File: src/rtl/vga_timing.sv
// vga_timing: raster timing generator for a VGA-style display pipeline.
//
// Free-running horizontal/vertical counters advance on each clock edge with en=1.
// The counters are exposed as x/y for the display stage.
// Sync and blanking are derived from the counters.
// They are then delayed by SYNC_DELAY cycles so they line up with the downstream pixel lookup.
//
// Ports:
//   clk          pixel clock
//   rst_n        synchronous active-low reset
//   en           pixel advance enable
//   x [10:0]     current column (hcount); x[10]=1 during horizontal blanking
//   y [10:0]     current row; y[10]=1 throughout vertical blanking
//   hsync/vsync  delayed sync pulses, active level set by SYNC_POL
//   blank        delayed active-high blanking
//   frame_start  one-cycle pulse at (0,0) when en=1, aligned to x/y (undelayed)
module vga_timing #(
  parameter int unsigned H_ACTIVE   = 1024,
  parameter int unsigned H_FP       = 24,
  parameter int unsigned H_SYNC     = 136,
  parameter int unsigned H_BP       = 160,
  parameter int unsigned V_ACTIVE   = 768,
  parameter int unsigned V_FP       = 3,
  parameter int unsigned V_SYNC     = 6,
  parameter int unsigned V_BP       = 29,
  parameter int unsigned SYNC_POL   = 0,
  parameter int unsigned SYNC_DELAY = 2
) (
  input  logic        clk,
  input  logic        rst_n,
  input  logic        en,
  output logic [10:0] x,
  output logic [10:0] y,
  output logic        hsync,
  output logic        vsync,
  output logic        blank,
  output logic        frame_start
);

  localparam int unsigned HTotal = H_ACTIVE + H_FP + H_SYNC + H_BP;
  localparam int unsigned VTotal = V_ACTIVE + V_FP + V_SYNC + V_BP;

  localparam logic [10:0] HLast      = 11'(HTotal - 1);
  localparam logic [10:0] VLast      = 11'(VTotal - 1);
  localparam logic [10:0] HActive    = 11'(H_ACTIVE);
  localparam logic [10:0] VActive    = 11'(V_ACTIVE);
  localparam logic [10:0] HSyncStart = 11'(H_ACTIVE + H_FP);
  localparam logic [10:0] HSyncEnd   = 11'(H_ACTIVE + H_FP + H_SYNC);
  localparam logic [10:0] VSyncStart = 11'(V_ACTIVE + V_FP);
  localparam logic [10:0] VSyncEnd   = 11'(V_ACTIVE + V_FP + V_SYNC);
  localparam logic        ActiveHigh = (SYNC_POL != 0);

  logic [10:0] hcount_q, hcount_d;
  logic [10:0] vcount_q, vcount_d;

  // Counter next state: vcount only moves on the edge where hcount wraps.
  always_comb begin
    hcount_d = hcount_q;
    vcount_d = vcount_q;
    if (en) begin
      if (hcount_q == HLast) begin
        hcount_d = 11'd0;
        vcount_d = (vcount_q == VLast) ? 11'd0 : vcount_q + 11'd1;
      end else begin
        hcount_d = hcount_q + 11'd1;
      end
    end
  end

  always_ff @(posedge clk) begin
    if (!rst_n) begin
      hcount_q <= 11'd0;
      vcount_q <= 11'd0;
    end else begin
      hcount_q <= hcount_d;
      vcount_q <= vcount_d;
    end
  end

  assign x = hcount_q;
  // Force bit 10 in vertical blanking so consumers can test a single bit.
  assign y = (vcount_q < VActive) ? vcount_q : {1'b1, vcount_q[9:0]};

  assign frame_start = en && (hcount_q == 11'd0) && (vcount_q == 11'd0);

  // Undelayed timing, active-high: {hsync, vsync, blank}.
  logic       hs_raw, vs_raw, bl_raw;
  logic [2:0] raw, dly;

  assign hs_raw = (hcount_q >= HSyncStart) && (hcount_q < HSyncEnd);
  assign vs_raw = (vcount_q >= VSyncStart) && (vcount_q < VSyncEnd);
  assign bl_raw = (hcount_q >= HActive) || (vcount_q >= VActive);
  assign raw    = {hs_raw, vs_raw, bl_raw};

  // The delay line runs every cycle, independent of en, so its latency stays fixed in clocks.
  // Polarity is applied after the delay, so the reset value means "sync inactive, blanked".
  if (SYNC_DELAY == 0) begin : g_no_delay
    assign dly = raw;
  end else begin : g_delay
    logic [2:0] pipe_q [SYNC_DELAY];

    always_ff @(posedge clk) begin
      if (!rst_n) begin
        for (int i = 0; i < int'(SYNC_DELAY); i++) begin
          pipe_q[i] <= 3'b001;
        end
      end else begin
        pipe_q[0] <= raw;
        for (int i = 1; i < int'(SYNC_DELAY); i++) begin
          pipe_q[i] <= pipe_q[i-1];
        end
      end
    end

    assign dly = pipe_q[SYNC_DELAY-1];
  end

  assign hsync = ActiveHigh ? dly[2] : ~dly[2];
  assign vsync = ActiveHigh ? dly[1] : ~dly[1];
  assign blank = dly[0];

endmodule
File: config.mk
export PLATFORM = sky130hd
export DESIGN_NAME = vga_timing
export DESIGN_NICKNAME = d
export VERILOG_FILES = /design/src/rtl/vga_timing.sv
export SDC_FILE = /design/constraint.sdc
export NUM_CORES = 1
export LEC_CHECK = 0
export ABC_AREA = 1
export ABC_CLOCK_PERIOD_IN_PS = 3200
export CORE_MARGIN = 1
export CORE_UTILIZATION = 49
export CTS_CLUSTER_SIZE = 16
export DETAILED_ROUTE_END_ITERATION = 10
export GPL_TIMING_DRIVEN = 0
export PLACE_DENSITY = 0.79
export SYNTH_ARGS = -nofsm -noshare
export SYNTH_HDL_FRONTEND = slang
export SYNTH_SLANG_ARGS = --single-unit
File: constraint.sdc
create_clock -name clk -period 3.2 [get_ports clk]
set_clock_uncertainty 0.15 [all_clocks]
set_input_delay 0.64 -clock clk [delete_from_list [all_inputs] [get_ports clk]]
set_output_delay 0.64 -clock clk [all_outputs]
set_load 0.005 [all_outputs]
======== Yosys cells after proc, flatten, opt, wreduce, memory -nomap -nowiden ========
Memory sizes are Yosys's and may differ from the RTL's.
Cells that the tools add are included.
W data, S select, Z words.
storage, ports and cells
  register bits ........................... 22
  bits in latches ......................... 0
  memory bits (writable) .................. 6
  ROM bits ................................ 0
  output and inout port bits .............. 26
  logic and storage cells ................. 33
  memories kept ........................... 1
cells by class
  add/subtract/negate cells ............... 2
  multiply operators ...................... 0
  div/mod/pow operators ................... 0
  order comparisons ....................... 7
  equal/unequal tests ..................... 2
  shifts and indexed selects .............. 0
  multiplexer cells ....................... 7
  bitwise gates (word level) .............. 4
  reduce and logical (&&, ||, !) cells .... 8
memory list
  memory          depth  bits a word  rd ports  clocked after Yosys merged registers in  wr ports  RTL line  text
  g_delay.pipe_q  2      3            2         0                                        2         100       logic [2:0] pipe_q [SYNC_DELAY];
operators by type and width
  operator                 number
  $mux W11                 3
  $add A11 B1 Y11 const B  2
  $ge A11 B10 Y1 const B   2
  $ge A11 B11 Y1 const B   2
  $logic_not A11 Y1        2
  $lt A11 B10 Y1 const B   2
  $eq A11 B10 Y1 const B   1
  $eq A11 B11 Y1 const B   1
  $lt A11 B11 Y1 const B   1
  $mux W3                  2
  $logic_and A1 B1 Y1      4
  $mux W1                  2
  $not A1 Y1               2
  $or A1 B1 Y1             2
  $reduce_and A2 Y1        1
  $logic_or A1 B1 Y1       1

======== Depth between registers and ports, before layout ========
Gate-level depths: netlist of run 1.
  depth after elaboration ................. 3
  gate-level depth with buffers ........... 9

======== Worst setup path before layout of run 1 ========
Ideal clock, no wire load.
  path kind ............................... input port to output port
  start point ............................. input en
  end point ............................... output frame_start
  arrival ................................. 1.053 ns
  path slack .............................. 1.357 ns
  stages .................................. 4
  path buffers ............................ 0
  path through ............................ inv_2 nor3_1 nand4_1 nor2_1
between the ends
  word-level cells in the longest chain between the ends .. 2
RTL lines
  what                              RTL line  text
  from (decl)                       31        input logic en,
  $logic_and A1 B1 Y1 (2 in a row)  84        assign frame_start = en && (hcount_q == 11'd0) && (vcount_q == 11'd0);
  to (decl)                         37        output logic frame_start
No other way between the ends.

======== Worst setup path in the final report of run 1 ========
Ends and elaborated chain as after synthesis.

==> results of run 1 <==
## cell families (layout without fill, tap and decap cells)
group,count (synthesis),count (layout),share of synthesized area
XOR/XNOR,5,5,0.02575
AND/OR/NAND/NOR,166,166,0.4305
buffers and inverters,52,84,0.1420
adder cells (fa/ha/maj),5,5,0.03679
AO/OA/AOI/OAI,12,12,0.03532
flip-flops,28,28,0.3297
## cell usage in the layout, fill, tap and decap left out, types with 3 or more instances in the layout
cell type,Yosys,routed
buf_4,11,11
clkdlybuf4s50_1,0,28
clkbuf_4,0,3
nor3_1,10,10
a21oi_1,7,7
o21ai_0,3,3
nor2_1,41,41
xor2_1,4,4
nand2_1,76,76
nand3_1,21,21
buf_2,4,4
dfxtp_1,28,28
nand4_1,7,7
inv_1,35,35
ha_1,5,5
## metrics by stage
step	area, sq um	setup WS (ns)	utilization	power (uW)
global route	2091	0.01132	0.6265	654.6
finish	2091	0.07988	0.6265	631.0
detailed placement	2038	0.07953	0.6108	397.2
floorplan	1700	1.357	-	379.3
CTS	2091	0.08018	0.6265	635.4
global placement	2038	0.04716	0.6108	396.8
## final cells by class
| class | count | area (sq um) |
|---|---|---|
| Fill cell | 330 | 1246 |
| Multi-Input combinational cell | 188 | 898.4 |
| Sequential cell | 28 | 560.5 |
| Timing Repair Buffer | 28 | 280.3 |
| Inverter | 37 | 138.9 |
| Buffer | 15 | 102.6 |
| Tap cell | 46 | 57.56 |
| Clock inverter | 1 | 30.03 |
| Clock buffer | 3 | 22.52 |
## path summary, 6_finish.rpt
path | start | endpoint | slack (ns) | cells after the start
setup / recovery | en | frame_start | 0.08 | 6
hold / removal | g_delay.pipe_q[0][1] | g_delay.pipe_q[0][4] | 0.28 | 2
setup reg to reg | x[1] | vcount_q[9] | 1.47 | 8
hold reg to reg | g_delay.pipe_q[0][1] | g_delay.pipe_q[0][4] | 0.28 | 2
## per-layer routing
| metal | vias up | track usage | wire length, microns |
|---|---|---|---|
| met5 | - | 0 | 0 |
| met4 | 0 | 0.06818 | 44 |
| met3 | 5 | 0.01919 | 133 |
| met2 | 36 | 0.3328 | 1630 |
| met1 | 734 | 0.3281 | 1851 |
| li1 | 890 | - | - |
## sequential cells by signal (all words and copies together), names as in the netlist
register / cells
vcount_q: 11
x: 11
g_delay.pipe_q: 6
## critical path, delay by kind of cell
family | cells | cell delay [ns]
simple gates | 3 | 0.40
buf+inv | 3 | 1.28
## power by group through the flow
stage | logic [uW] | clock network, uW | registers [uW]
finish | 34.3 | 241 | 355
global route | 37.8 | 261 | 356
CTS | 34.7 | 245 | 355
detailed placement | 34.5 | 0 | 363
global placement | 34.2 | 0 | 363
floorplan | 17.0 | 0 | 362
==> metrics, run 1 <==
CTS tree built; number of global-route vias before repair 1,325; HPWL after detailed placement 2847 microns; Post-Syn Area 1700 sq um; number of endpoints failing setup at the final stage 0; most numerous cell in the Yosys netlist nand2_1; cell internal pwr 494.5 uW; Combinational Power Share 0.054; most used flip-flop cell after synthesis dfxtp_1; CTS H-Tree Depth 1; vertical extent of the die 60.91 microns; routed wirelength normalized by instance count 10.58 microns; status complete, no violations; warnings from Yosys 0; count of nets after finishing 309; share of the synthesized area in the top cell type 0.3297; clock-pin transition on the worst setup and hold timing paths 0.15 ns; number of top-level design ports 29; achievable frequency 320.5 MHz; mean number of vias per cell 4.812; final number of hold-violating endpoints 0; CTS Root Buffer Type clkbuf_4; Max Root-Sink Buffers 2; first-pass GRT wire length 6016 microns; TNS Setup 0 ns; cell breakdown of the critical path clkdlybuf4s50_1 -> inv_2 -> nor3_1 -> nand4_1 -> nor2_1 -> clkdlybuf4s50_1; total routing resource utilization after global routing 0.2194; Peak supply drop 0.1752 mV; period utilisation layout 0.9750; cts bufs inserted 3; Layout area overhead 22.96%; measured slew at the worst slew-check pin 0.3258 ns; length of the first detailed-routing pass in iterations 4; antenna violations before repair 0; DR iter-0 viols 57; Post-Syn Nets 276; number of placement rows 21; worst stage delay on the critical path 0.64 ns; area of the core 3337 sq um; Synth Area per Inst 6.345 sq um; worst-case hold slack 0.2791 ns; cell count after synthesis 268; total congestion overflow 0; max-slew violation count 0; type of the worst setup path in2out; flop and latch count out of synthesis 28; final wirelength 3660 microns; Horiz. Die Dim 60.91 microns; Hold Path Class reg2reg; cell taking the most area after synthesis dfxtp_1; Resized Gates After CTS 0; number of synthesized flops with an enable pin 0; area of the die 3710 sq um; relative slew slack 0.7811; maximum number of pins on one net before global-route repair 17; clock period minus worst slack 3.120 ns; Setup crit end kind output pin; WP data required 2.41 ns; post-CTS setup buffer count 0; share of layout cells above drive strength 1 0.09333; Worst Path Max Fanout 7; top post-synthesis cells by area dfxtp_1, nand2_1, nor2_1, inv_1, nand3_1; Antenna Diode Count 0; remaining design rule violation count 0; final estimated routing congestion in global placement 0.9207; sequential cell area fraction in the yosys report 0.3297; share of power burned in registers 0.563; Sw Ratio 0.2163; I/O Buffers 28; Startpoint Class primary input; placed cell count 342; cell with the largest stage delay on the worst path clkdlybuf4s50_1; Routed Antenna Nets 0; Netlist cell types 25; number of clock sinks 28; most common cell type on the critical path clkdlybuf4s50_1; most frequent cells after synthesis nand2_1, nor2_1, inv_1; leakage power 0.0009226 uW; Skew-Pair Late Insertion Delay 0.35 ns; Pwr Density 301.8 nW/um^2; RSZ-0062 raised after global routing false; initial standard-cell utilization of the core 0.5096; arrival time at the worst endpoint 2.33 ns; total net switching power 136.5 uW; max-capacitance violation count 0; vias after detailed routing 1,665; count of hold-fix buffers inserted at cts 0; clock network fraction of design power 0.383; share of synthesized flip-flops with an asynchronous set or reset 0; Layout Cells excl Fill 346
Power figures use the tool's default switching activity.
==> run 2: changes to the inputs <==
--- a/config.mk
+++ b/config.mk
@@ -6,7 +6,7 @@
 export NUM_CORES = 1
 export LEC_CHECK = 0
 export ABC_AREA = 1
-export ABC_CLOCK_PERIOD_IN_PS = 3200
+export ABC_CLOCK_PERIOD_IN_PS = 3900
 export CORE_MARGIN = 1
 export CORE_UTILIZATION = 49
 export CTS_CLUSTER_SIZE = 16
==> constraint.sdc (replaced) <==
create_clock -name clk -period 3.9 [get_ports clk]
set_clock_uncertainty 0.15 [all_clocks]
set_input_delay 0.78 -clock clk [delete_from_list [all_inputs] [get_ports clk]]
set_output_delay 0.78 -clock clk [all_outputs]
set_load 0.005 [all_outputs]
==> results of run 2 <==
Same layout as run 1 (identical final DEF). Status: complete, no violations.
Among the figures that moved: setup slack after placement 0.07953 ns -> 0.4995 ns; setup slack after layout 0.07988 ns -> 0.4999 ns; register-to-register setup slack 1.47 ns -> 2.17 ns; total power 631.0 uW -> 517.8 uW; worst IR drop on VDD 0.1752 mV -> 0.1438 mV
